===== src/rtl/imm_encoder_if.sv =====
// Request/result bundle for the immediate encoder: a start handshake carrying
// the target value and mode, and a done handshake carrying the encoded field.
interface imm_encoder_if;
    logic        start_valid;
    logic        start_ready;
    logic [1:0]  ImmSrc;
    logic [31:0] value;
    logic        done_valid;
    logic        done_ready;
    logic [23:0] Instruction;
    logic        fits;

    modport master (
        output start_valid, ImmSrc, value, done_ready,
        input  start_ready, done_valid, Instruction, fits
    );

    modport slave (
        input  start_valid, ImmSrc, value, done_ready,
        output start_ready, done_valid, Instruction, fits
    );
endinterface


===== src/rtl/imm_encoder.sv =====
// Immediate encoder: inverse of the ARM-style immediate extender, including a
// multi-cycle search for the rotated 8-bit immediate form (mode 11).
module imm_encoder #(
    parameter int ROT_PER_CYCLE = 1
) (
    input  logic         clk,
    input  logic         rst_n,
    imm_encoder_if.slave bus
);

    if (ROT_PER_CYCLE != 1 && ROT_PER_CYCLE != 2 && ROT_PER_CYCLE != 4 &&
        ROT_PER_CYCLE != 8 && ROT_PER_CYCLE != 16) begin : g_bad_rot
        $error("imm_encoder: ROT_PER_CYCLE must be 1, 2, 4, 8 or 16");
    end

    localparam logic [3:0] LAST_B = 4'(16 / ROT_PER_CYCLE - 1);

    typedef enum logic [1:0] {IDLE, SEARCH, DONE} state_t;

    state_t      state, state_d;
    logic [3:0]  batch, batch_d;
    logic [31:0] value_q;
    logic [23:0] instr_q, instr_d;
    logic        fits_q, fits_d;
    logic        dv_q, dv_d;

    logic        fast_fits;
    logic [23:0] fast_instr;
    logic        hit;
    logic [3:0]  hit_r;
    logic [7:0]  hit_imm;
    logic [3:0]  cand_r;
    logic [31:0] cand_rot;

    function automatic logic [31:0] rol32(input logic [31:0] x, input logic [4:0] s);
        logic [63:0] d;
        d = {x, x} << s;
        return d[63:32];
    endfunction

    assign bus.start_ready = (state == IDLE);
    assign bus.done_valid  = dv_q;
    assign bus.Instruction = instr_q;
    assign bus.fits        = fits_q;

    // Direct modes resolve from the live inputs at the accept edge.
    always_comb begin
        fast_fits  = 1'b0;
        fast_instr = '0;
        case (bus.ImmSrc)
            2'b00: begin
                fast_fits  = (bus.value[31:8] == '0);
                fast_instr = {16'b0, bus.value[7:0]};
            end
            2'b01: begin
                fast_fits  = (bus.value[31:12] == '0);
                fast_instr = {12'b0, bus.value[11:0]};
            end
            2'b10: begin
                fast_fits  = (bus.value[1:0] == 2'b00) &&
                             (bus.value[31:26] == {6{bus.value[25]}});
                fast_instr = bus.value[25:2];
            end
            default: ;
        endcase
    end

    // Descending scan so the lowest matching rotation in the batch wins.
    always_comb begin
        hit      = 1'b0;
        hit_r    = '0;
        hit_imm  = '0;
        cand_r   = '0;
        cand_rot = '0;
        for (int i = ROT_PER_CYCLE - 1; i >= 0; i--) begin
            cand_r   = 4'(int'(batch) * ROT_PER_CYCLE + i);
            cand_rot = rol32(value_q, {cand_r, 1'b0});
            if (cand_rot[31:8] == '0) begin
                hit     = 1'b1;
                hit_r   = cand_r;
                hit_imm = cand_rot[7:0];
            end
        end
    end

    always_comb begin
        state_d = state;
        batch_d = batch;
        instr_d = instr_q;
        fits_d  = fits_q;
        dv_d    = dv_q;
        case (state)
            IDLE: begin
                if (bus.start_valid) begin
                    if (bus.ImmSrc == 2'b11) begin
                        state_d = SEARCH;
                        batch_d = '0;
                    end else begin
                        state_d = DONE;
                        dv_d    = 1'b1;
                        fits_d  = fast_fits;
                        instr_d = fast_fits ? fast_instr : '0;
                    end
                end
            end
            SEARCH: begin
                if (hit) begin
                    state_d = DONE;
                    dv_d    = 1'b1;
                    fits_d  = 1'b1;
                    instr_d = {12'b0, hit_r, hit_imm};
                end else if (batch == LAST_B) begin
                    state_d = DONE;
                    dv_d    = 1'b1;
                    fits_d  = 1'b0;
                    instr_d = '0;
                end else begin
                    batch_d = batch + 4'd1;
                end
            end
            DONE: begin
                if (bus.done_ready) begin
                    state_d = IDLE;
                    dv_d    = 1'b0;
                end
            end
            default: state_d = IDLE;
        endcase
    end

    always_ff @(posedge clk or negedge rst_n) begin
        if (!rst_n) begin
            state   <= IDLE;
            batch   <= '0;
            instr_q <= '0;
            fits_q  <= 1'b0;
            dv_q    <= 1'b0;
        end else begin
            state   <= state_d;
            batch   <= batch_d;
            instr_q <= instr_d;
            fits_q  <= fits_d;
            dv_q    <= dv_d;
        end
    end

    // Search operand is pure data; only meaningful while in SEARCH.
    always_ff @(posedge clk) begin
        if (state == IDLE && bus.start_valid && bus.ImmSrc == 2'b11)
            value_q <= bus.value;
    end

endmodule


===== src/flat_wrapper.sv =====
// flat-port wrapper written by rule: the top's interface ports become plain ports
module imm_encoder_flat 
#(
    parameter int ROT_PER_CYCLE = 1
)
  (clk, rst_n, bus_start_valid, bus_ImmSrc, bus_value, bus_done_ready, bus_start_ready, bus_done_valid, bus_Instruction, bus_fits);
  imm_encoder_if bus_i ();
  input  logic clk;
  input  logic rst_n;
  input wire logic [$bits(bus_i.start_valid)-1:0] bus_start_valid;
  input wire logic [$bits(bus_i.ImmSrc)-1:0] bus_ImmSrc;
  input wire logic [$bits(bus_i.value)-1:0] bus_value;
  input wire logic [$bits(bus_i.done_ready)-1:0] bus_done_ready;
  output wire logic [$bits(bus_i.start_ready)-1:0] bus_start_ready;
  output wire logic [$bits(bus_i.done_valid)-1:0] bus_done_valid;
  output wire logic [$bits(bus_i.Instruction)-1:0] bus_Instruction;
  output wire logic [$bits(bus_i.fits)-1:0] bus_fits;
  assign bus_i.start_valid = bus_start_valid;
  assign bus_i.ImmSrc = bus_ImmSrc;
  assign bus_i.value = bus_value;
  assign bus_i.done_ready = bus_done_ready;
  assign bus_start_ready = bus_i.start_ready;
  assign bus_done_valid = bus_i.done_valid;
  assign bus_Instruction = bus_i.Instruction;
  assign bus_fits = bus_i.fits;
  imm_encoder #(.ROT_PER_CYCLE(ROT_PER_CYCLE)) u_core (.clk(clk), .rst_n(rst_n), .bus(bus_i));
endmodule

===== config.mk =====
export PLATFORM = sky130hd
export DESIGN_NAME = imm_encoder_flat
export DESIGN_NICKNAME = d
export VERILOG_FILES = /design/src/rtl/imm_encoder_if.sv /design/src/rtl/imm_encoder.sv /design/src/flat_wrapper.sv
export SDC_FILE = /design/constraint.sdc
export NUM_CORES = 1
export LEC_CHECK = 0
export CAP_MARGIN = 25
export CORE_MARGIN = 4
export CORE_UTILIZATION = 58
export CTS_CLUSTER_DIAMETER = 40
export DETAILED_ROUTE_END_ITERATION = 7
export DONT_BUFFER_PORTS = 1
export PLACE_DENSITY_LB_ADDON = 0.05
export SYNTH_ARGS = -nofsm -noshare
export SYNTH_HDL_FRONTEND = slang
export SYNTH_SLANG_ARGS = --single-unit

===== constraint.sdc =====
create_clock -name clk -period 2.7 [get_ports clk]
set_clock_uncertainty 0.05 [all_clocks]
set_input_delay 0.54 -clock clk [delete_from_list [all_inputs] [get_ports clk]]
set_output_delay 0.54 -clock clk [all_outputs]
set_load 0.01 [all_outputs]

Word level (Yosys, flattened, before mapping)
Cells that the tools add are included.
{"block": "word_totals", "regBits": 64, "latchBits": 0, "ram_bits": 0, "romBits": 0, "inputBits": 38, "output_inout_bits": 27, "memories": 0}
{"block": "classes", "add_sub_neg": 1, "n_mul": 0, "div": 0, "order_cmp": 0, "eq_ne": 14, "shift": 1, "muxes": 33, "bitwise_logic": 0, "n_reduce_logical": 15}
{"operator": "24-bit 2-to-1 mux", "n": 5}
{"operator": "24-bit case mux with 3 select lines", "n": 1}
{"operator": "64-bit by 5-bit left shift with 64-bit output", "n": 1}
{"operator": "24-bit logical NOT", "n": 2}
{"operator": "24-bit case mux with 2 select lines", "n": 1}
{"operator": "20-bit logical NOT", "n": 1}
{"operator": "4-bit 2-to-1 mux", "n": 5}
{"operator": "1-bit 2-to-1 mux", "n": 10}
{"operator": "2-bit 2-to-1 mux", "n": 5}
{"operator": "2-bit inequality test, second input constant", "n": 5}
{"operator": "5-bit AND reduction", "n": 2}
{"operator": "8-bit 2-to-1 mux", "n": 1}
{"operator": "4-bit case mux with 2 select lines", "n": 1}
{"operator": "2-bit equality test, second input constant", "n": 3}
{"operator": "6-bit equality test", "n": 1}
{"operator": "2-bit logical NOT", "n": 3}
{"operator": "1-bit case mux with 3 select lines", "n": 2}
{"operator": "2-bit case mux with 3 select lines", "n": 1}
{"operator": "4-bit by 1-bit adder with 4-bit output, second input constant", "n": 1}
{"operator": "2-bit by 1-bit equality test with 1-bit output, second input constant", "n": 2}
{"operator": "4-bit equality test, second input constant", "n": 1}
{"operator": "4-bit AND reduction", "n": 1}
{"operator": "1-bit logical AND", "n": 3}
{"operator": "3-bit by 1-bit inequality test with 1-bit output, second input constant", "n": 1}
{"operator": "5 further kinds", "n": 5}

Logic depth before layout (Yosys ltp)
Gate-level depths: netlist (run 1).
{"block": "logic_depth", "word_depth": 7, "ltp_mapped": 13, "mapped_depth_nobuf": 8}

Worst setup path before layout (run 1)
OpenSTA, ideal clock, no wires.
{"block": "synth_timing", "kind": "reg-to-reg", "startpoint": "register u_core.batch[0]", "endpoint": "register u_core.instr_q[10], in the netlist u_core.bus.Instruction[10]", "setup_time_ps": 125, "arrival_ps": 2727, "required_time_ps": 2525, "slack_ps": -202, "path_stages_with_launch": 12, "path_buffers": 3, "period_less_slack_ps": 2902, "path_cell_list": "dfrtp_1 -> buf_6 -> buf_6 -> mux2_2 -> mux4_2 -> nor2_1 -> o2111ai_1 -> a211oi_2 -> a21oi_2 -> nor2_4 -> buf_8 -> mux2_4"}
{"block": "synth_via", "elab_chain_cells": 5, "word_cells_on_any_way": 9, "classes_between": "2 x eq/ne; 1 x shift; 4 x mux; 2 x reduce/logical"}
{"item": "from (decl)", "line": "imm_encoder.sv:21", "source": "logic [3:0] batch, batch_d;"}
{"item": "from (signal assigned)", "line": "imm_encoder.sv:140", "source": "batch <= batch_d;"}
{"item": "64-bit by 5-bit left shift with 64-bit output", "line": "imm_encoder.sv:37", "source": "d = {x, x} << s;"}
{"item": "24-bit logical NOT", "line": "imm_encoder.sv:78", "source": "if (cand_rot[31:8] == '0) begin"}
{"item": "1-bit 2-to-1 mux / 4-bit 2-to-1 mux (equally long branches)", "line": "imm_encoder.sv:78"}
{"item": "3-bit by 1-bit inequality test with 1-bit output (no source line) / 24-bit 2-to-1 mux (equally long branches)"}
{"item": "4-bit AND reduction (no source line) / 24-bit case mux with 2 select lines (equally long branches)"}
{"item": "to (signal assigned)", "line": "imm_encoder.sv:141", "source": "instr_q <= instr_d;"}
{"item": "to (decl)", "line": "imm_encoder.sv:23", "source": "logic [23:0] instr_q, instr_d;"}
Parallel ways exist; a longest one is shown, timed or not.
A chain may end at the register's enable or synchronous reset.

Worst setup path after layout (run 1)
{"block": "layout_timing", "startpoint": "register u_core.batch[0]", "endpoint": "register u_core.instr_q[16], in the netlist u_core.bus.Instruction[16]"}
{"block": "layout_via", "elab_chain_cells": 5, "word_cells_on_any_way": 8, "classes_between": "2 x eq/ne; 1 x shift; 3 x mux; 2 x reduce/logical"}
{"item": "64-bit by 5-bit left shift with 64-bit output", "line": "imm_encoder.sv:37"}
{"item": "24-bit logical NOT", "line": "imm_encoder.sv:78"}
{"item": "1-bit 2-to-1 mux", "line": "imm_encoder.sv:78"}
{"item": "3-bit by 1-bit inequality test with 1-bit output (no source line) / 24-bit 2-to-1 mux (equally long branches)"}
{"item": "4-bit AND reduction (no source line) / 24-bit case mux with 2 select lines (equally long branches)"}
Parallel ways exist; a longest one is shown, timed or not.

==> impl_metrics.yaml, run 1 <==
yosys:
  ys_async_sr_fraction_pct: 50.0
  synthDistinctLibCells: 50
  yosys_warnings: 0
  ys_top_cells_by_area: "edfxtp_1 (23%), dfrtp_1 (19%), mux4_2 (14%)"
  synth_edf_count: 32
  synth_top_cell_area_share_pct: 22.7
  syn_avg_cell_area_um2: 11.2
  syn_nets: 415
  yosysSeqAreaShare_pct: 41.7
  ys_ff_latch: 64
  synth_cells: 376
  syn-cell-area_um2: 4230
  synth.largest_area_cell: "edfxtp_1"
  synth-main-ff-cell: "edfxtp_1"
floorplanning:
  fp.dieArea_um2: 8720
  initial_utilization_pct: 60.9
  dieWidth_um: 93.4
  core_area_um2: 6940
  num_rows: 30
  ios: 65
  die_h_um: 93.4
finish:
  antennaDiodeCount: 0
  fin_util_pct: 81.1
  stdcell_count: 574
  layout_common_cells: "buf_4 (90), nand2_1 (34), edfxtp_1 (32), dfrtp_1 (30), mux4_2 (27)"
  layout_commonest_cell: "buf_4"
  nets: 512
  area_growth_pct: 33.2
  drive_above_1_share_pct: 45.8
  fill_cells: 419
clocking:
  cts-root-buf: "clkbuf_8"
  cts_num_sinks: 64
  cts-buffers-inserted: 9
  insertion_delay_ps: 340
  cts.clk_slew.worst_paths_ps: 80
  clock_path_buffers: 2
  htree_levels: 3
  cts_tree: "done"
critical_path:
  path_cells: "buf_12 > buf_6 > mux4_2 > or2_4 > a211oi_2 > o221ai_1 > a211oi_2 > buf_4 > a21oi_4 > buf_4 > buf_6 > o31ai_1"
  cp.required_ps: 2900
  cp-end-kind: "flop"
  crit_arrival_ps: 3220
  worst-setup-path-type: "flop to flop"
  crit_path_top_delay_cell: "mux4_2"
  worstPathMaxFanout: 7
  critPathMaxStageDelay_ps: 510
  cp-start-kind: "flop"
sta:
  hold_viol: 0
  max_freq_ghz: 0.331
  setup_total_negative_slack_ps: -7730
  tightest_slew_ps: 429
  rsz0062_at_grt: "yes"
  hold-worst-slack_ps: 234
  fin_ws_ps: -321
  setup_viol: 32
  fin_crit_sh_pct: 112
  slew_headroom_pct: 71.1
  post-route-min-period_ps: 3020
  slew_viol_final: 0
run:
  cap_violations: 0
global_routing:
  grt_pass1_wl_um: 20400
  track_usage_pct: 31.1
  grt_pass1_vias: 3742
  grt_start_max_net_pins: 35
  gr-total-overflow: 0
  antenna_found_initial: 0
status:
  violations: "setup timing"
  outcome: "complete, but fails checks"
power_and_ir_drop:
  power_density_nw_per_um2: 903
  vdd_drop_max_uv: 571
  leakagePower_nw: 2.20
worst_hold_path:
  holdCritPathClass: "input port to flop"
route:
  vias: 3885
  wl_per_cell_um: 24.2
  drt_iter0_markers: 594
  wl_um: 13900
  viasPerCell: 6.77
  drc: 0
  antenna_left: 0
  drt-pass1-iter-count: 8
placement:
  dpl.hpwl_um: 9470
  pre_cts_ws_ps: -469
  gp_congestion: 0.927
  io_buffers: 0
  placed_cells: 536
## critical path: cells and delay by family (launching register included)
family	cells	cell delay (ps)
AO/OA/AOI/OAI	5	960
buffers and inverters	5	710
flip-flops	1	390
multiplexers	1	510
AND/OR/NAND/NOR	1	290
## power breakdown
part | total [mW] | switching (mW) | leakage [nW] | internal [mW]
clock network | 0.825 | 0.407 | 0.101 | 0.418
logic | 3.06 | 1.43 | 1.37 | 1.63
registers | 1.20 | 0.0893 | 0.727 | 1.11
## worst paths after layout
kind	end	cells after the start	start	slack, ps
setup / recovery	u_core.bus.Instruction[16]	12	u_core.batch[0]	-320
hold / removal	u_core.value_q[16]	0	bus_value[16]	230
setup reg to reg	u_core.bus.Instruction[16]	12	u_core.batch[0]	-320
hold reg to reg	u_core.bus.done_valid	1	u_core.bus.done_valid	510
max in group asynchronous	u_core.batch[1]	2	rst_n	1800
min in group asynchronous	u_core.bus.Instruction[19]	2	rst_n	600
## Yosys cell counts, types with 4 or more instances
master and instances:
a21oi_1 9, nand4_1 4, o2bb2ai_1 6, or3_1 5
a22oi_1 8, buf_6 4, a31oi_1 4, mux2_2 13
nor3_1 16, nor4_1 6, or2_2 8, a222oi_1 6
mux2i_1 22, o21ai_0 22, buf_2 9, nand2_1 35
clkbuf_1 8, nor2b_1 7, nor3b_1 5, edfxtp_1 32
inv_1 15, dfrtp_1 32, nor2_1 19, mux4_2 27
o31ai_1 13
## per-layer routing
| metal | vias to the layer above | GRT usage (%) | wire length [µm] |
|---|---|---|---|
| met5 | - | 0 | 0 |
| met4 | 0 | 11.7 | 437 |
| met3 | 37 | 8.45 | 1440 |
| met2 | 255 | 47.5 | 6780 |
| met1 | 1911 | 42.4 | 5250 |
| li1 | 1682 | - | - |
## through the flow
step,instance area (µm²),total power [mW]
floorplan,4240,2.74
global placement,4890,3.56
detailed placement,4890,3.57
CTS,5310,4.68
global route,5630,5.32
finish,5630,5.08
## cell type report
class | count | area, µm² | share of cell area (%)
Clock buffer | 11 | 163 | 2.89
Clock inverter | 5 | 36.3 | 0.645
Tap cell | 96 | 120 | 2.13
Multi-Input combinational cell | 274 | 2470 | 43.9
Timing Repair Buffer | 109 | 1020 | 18.1
Inverter | 15 | 56.3 | 1.00
Sequential cell | 64 | 1760 | 31.3
## cells by family after synthesis
| group | Yosys count | synth area share (%) |
|---|---|---|
| multiplexers | 65 | 24.1 |
| buffers and inverters | 39 | 4.88 |
| AND/OR/NAND/NOR | 118 | 14.2 |
| flip-flops | 64 | 41.7 |
| adder cells (fa/ha/maj) | 1 | 0.296 |
| AO/OA/AOI/OAI | 89 | 14.8 |
## state kept, by name, summed over array words and instances (netlist names)
| register | flops |
|---|---|
| u_core.batch | 4 |
| u_core.bus.Instruction | 24 |
| u_core.bus.done_valid | 1 |
| u_core.bus.fits | 1 |
| u_core.state | 2 |
| u_core.value_q | 32 |
## timing repair
item	in CTS	in global routing
pin swaps	10	12
resized for setup	20	53
hold endpoints to repair	32	0
buffers inserted	6	8
hold buffers	2	0
gates cloned	2	4
setup endpoints to repair	32	32
(Power assumes the default switching activity.)
==> run 2: changes to the inputs <==
- CORE_MARGIN: 4 -> 10
- SKIP_CTS_REPAIR_TIMING: default -> 1
==> run 2 against run 1 <==
Against the previous run:
- the run still ends with setup timing left
- wire length grew 0.51%
- critical endpoint is now u_core.bus.Instruction[3]
- core utilization fell by 2.5 points
- first-iteration DRC count decreased by 38%
- non-clock buffer count down 8
- critical path depth fell by 1
- total power decreased by 3.1%
- via count down 2.9%
- fmax shrank 4.1%
==> impl_metrics.yaml, run 2 (synthesis gave the netlist of run 1 again) <==
route:
  antenna_left: 0
  wl_per_cell_um: 24.6
  drt-pass1-iter-count: 8
  vias: 3771
  wl_um: 14000
  viasPerCell: 6.63
  drc: 0
  drt_iter0_markers: 369
global_routing:
  gr-total-overflow: 0
  grt_pass1_wl_um: 20500
  antenna_found_initial: 0
  grt_start_max_net_pins: 35
  track_usage_pct: 23.2
  grt_pass1_vias: 3688
sta:
  setup_viol: 32
  slew_headroom_pct: 64.4
  rsz0062_at_grt: "yes"
  setup_total_negative_slack_ps: -11870
  fin_crit_sh_pct: 117
  slew_viol_final: 0
  max_freq_ghz: 0.317
  fin_ws_ps: -452
  post-route-min-period_ps: 3150
  tightest_slew_ps: 529
  hold_viol: 0
critical_path:
  cp-start-kind: "flop"
  cp-end-kind: "flop"
  path_cells: "buf_6 > buf_6 > mux2_4 > mux4_2 > nor2_2 > o2111ai_2 > a211oi_2 > buf_4 > and3b_2 > o2bb2ai_1 > mux2_4"
  critPathMaxStageDelay_ps: 540
  worst-setup-path-type: "flop to flop"
  cp.required_ps: 2930
  crit_path_top_delay_cell: "dfrtp_4"
  cp.buffers_inverters: 3
  worstPathMaxFanout: 7
  crit_family: "multiplexers"
  crit_arrival_ps: 3380
finish:
  antennaDiodeCount: 0
  area_growth_pct: 33.3
  drive_above_1_share_pct: 44.3
  seqCellArea_um2: 1770
  regMostFlops: "u_core.value_q"
  layout_common_cells: "buf_4 (82), nand2_1 (34), edfxtp_1 (32), dfrtp_1 (31), mux4_2 (27)"
  layout_commonest_cell: "buf_4"
  fill_cells: 479
  stdcell_count: 569
  largest_register_ffs: 32
  multi_input_area_um2: 2550
  fin_area_um2: 5630
  nets: 504
power_and_ir_drop:
  power_density_nw_per_um2: 874
  power_mw: 4.93
  vdd_drop_max_uv: 755
  leakagePower_nw: 2.17
clocking:
  cts-root-buf: "clkbuf_8"
  cts_tree: "done"
  insertion_delay_ps: 350
  cts_num_sinks: 64
  htree_levels: 3
  cts-buffers-inserted: 9
  cts.clk_slew.worst_paths_ps: 80
  clock_path_buffers: 2
placement:
  pre_cts_ws_ps: -494
  placed_cells: 537
  io_buffers: 0
  gp_congestion: 0.962
  dpl.hpwl_um: 9800
  placed_area_um2: 4920
floorplanning:
  initial_utilization_pct: 58.9
  fp.dieArea_um2: 11100
  die_h_um: 105
  num_rows: 31
  core_area_um2: 7180
  ios: 65
  dieWidth_um: 105
worst_hold_path:
  holdCritPathClass: "input port to flop"
run:
  cap_violations: 0
status:
  violations: "setup timing"
  outcome: "complete, but fails checks"
[run 2: worst register-to-register path: stages (launching register included)]
cell	delay (ps)
dfrtp_4	540
buf_6	150
buf_6	110
mux2_4	300
mux4_2	490
nor2_2	110
o2111ai_2	130
a211oi_2	360
buf_4	180
and3b_2	290
o2bb2ai_1	170
mux2_4	180
[run 2: final cells by class]
| cell class | instances | share of cell area (%) |
|---|---|---|
| Clock inverter | 5 | 0.933 |
| Clock buffer | 11 | 2.71 |
| Inverter | 15 | 0.999 |
| Multi-Input combinational cell | 274 | 45.2 |
| Sequential cell | 64 | 31.3 |
| Tap cell | 99 | 2.20 |
| Timing Repair Buffer | 101 | 16.6 |
[run 2: final timing paths]
check,to,cells after the start,slack [ps],from
worst min-delay path,u_core.value_q[28],0,230,bus_value[28]
worst max register to register,u_core.bus.Instruction[3],11,-450,u_core.batch[0]
worst min register to register,u_core.bus.done_valid,1,510,u_core.bus.done_valid
worst max-delay path,u_core.bus.Instruction[3],11,-450,u_core.batch[0]
min in group asynchronous,u_core.bus.Instruction[4],2,580,rst_n
max in group asynchronous,u_core.batch[0],2,1830,rst_n
[run 2: per-layer routing]
metal | up-vias | GRT usage (%) | routed length, µm
li1 | 1661 | - | -
met1 | 1836 | 30.0 | 5430
met2 | 229 | 36.1 | 6700
met3 | 45 | 6.52 | 1330
met4 | 0 | 8.92 | 516
met5 | - | 0 | 0
[run 2: stage by stage]
step | utilization, % | hold WS, ps
after floorplan | - | 194
after global placement | 68.6 | 195
after detailed placement | 68.6 | 195
after CTS | 71.4 | -183
after global routing | 78.5 | 217
final | 78.5 | 232
[run 2: where the power goes]
group | internal (mW) | switching [mW] | total, mW
clock | 0.479 | 0.397 | 0.876
sequential | 1.11 | 0.108 | 1.22
combinational | 1.42 | 1.40 | 2.83
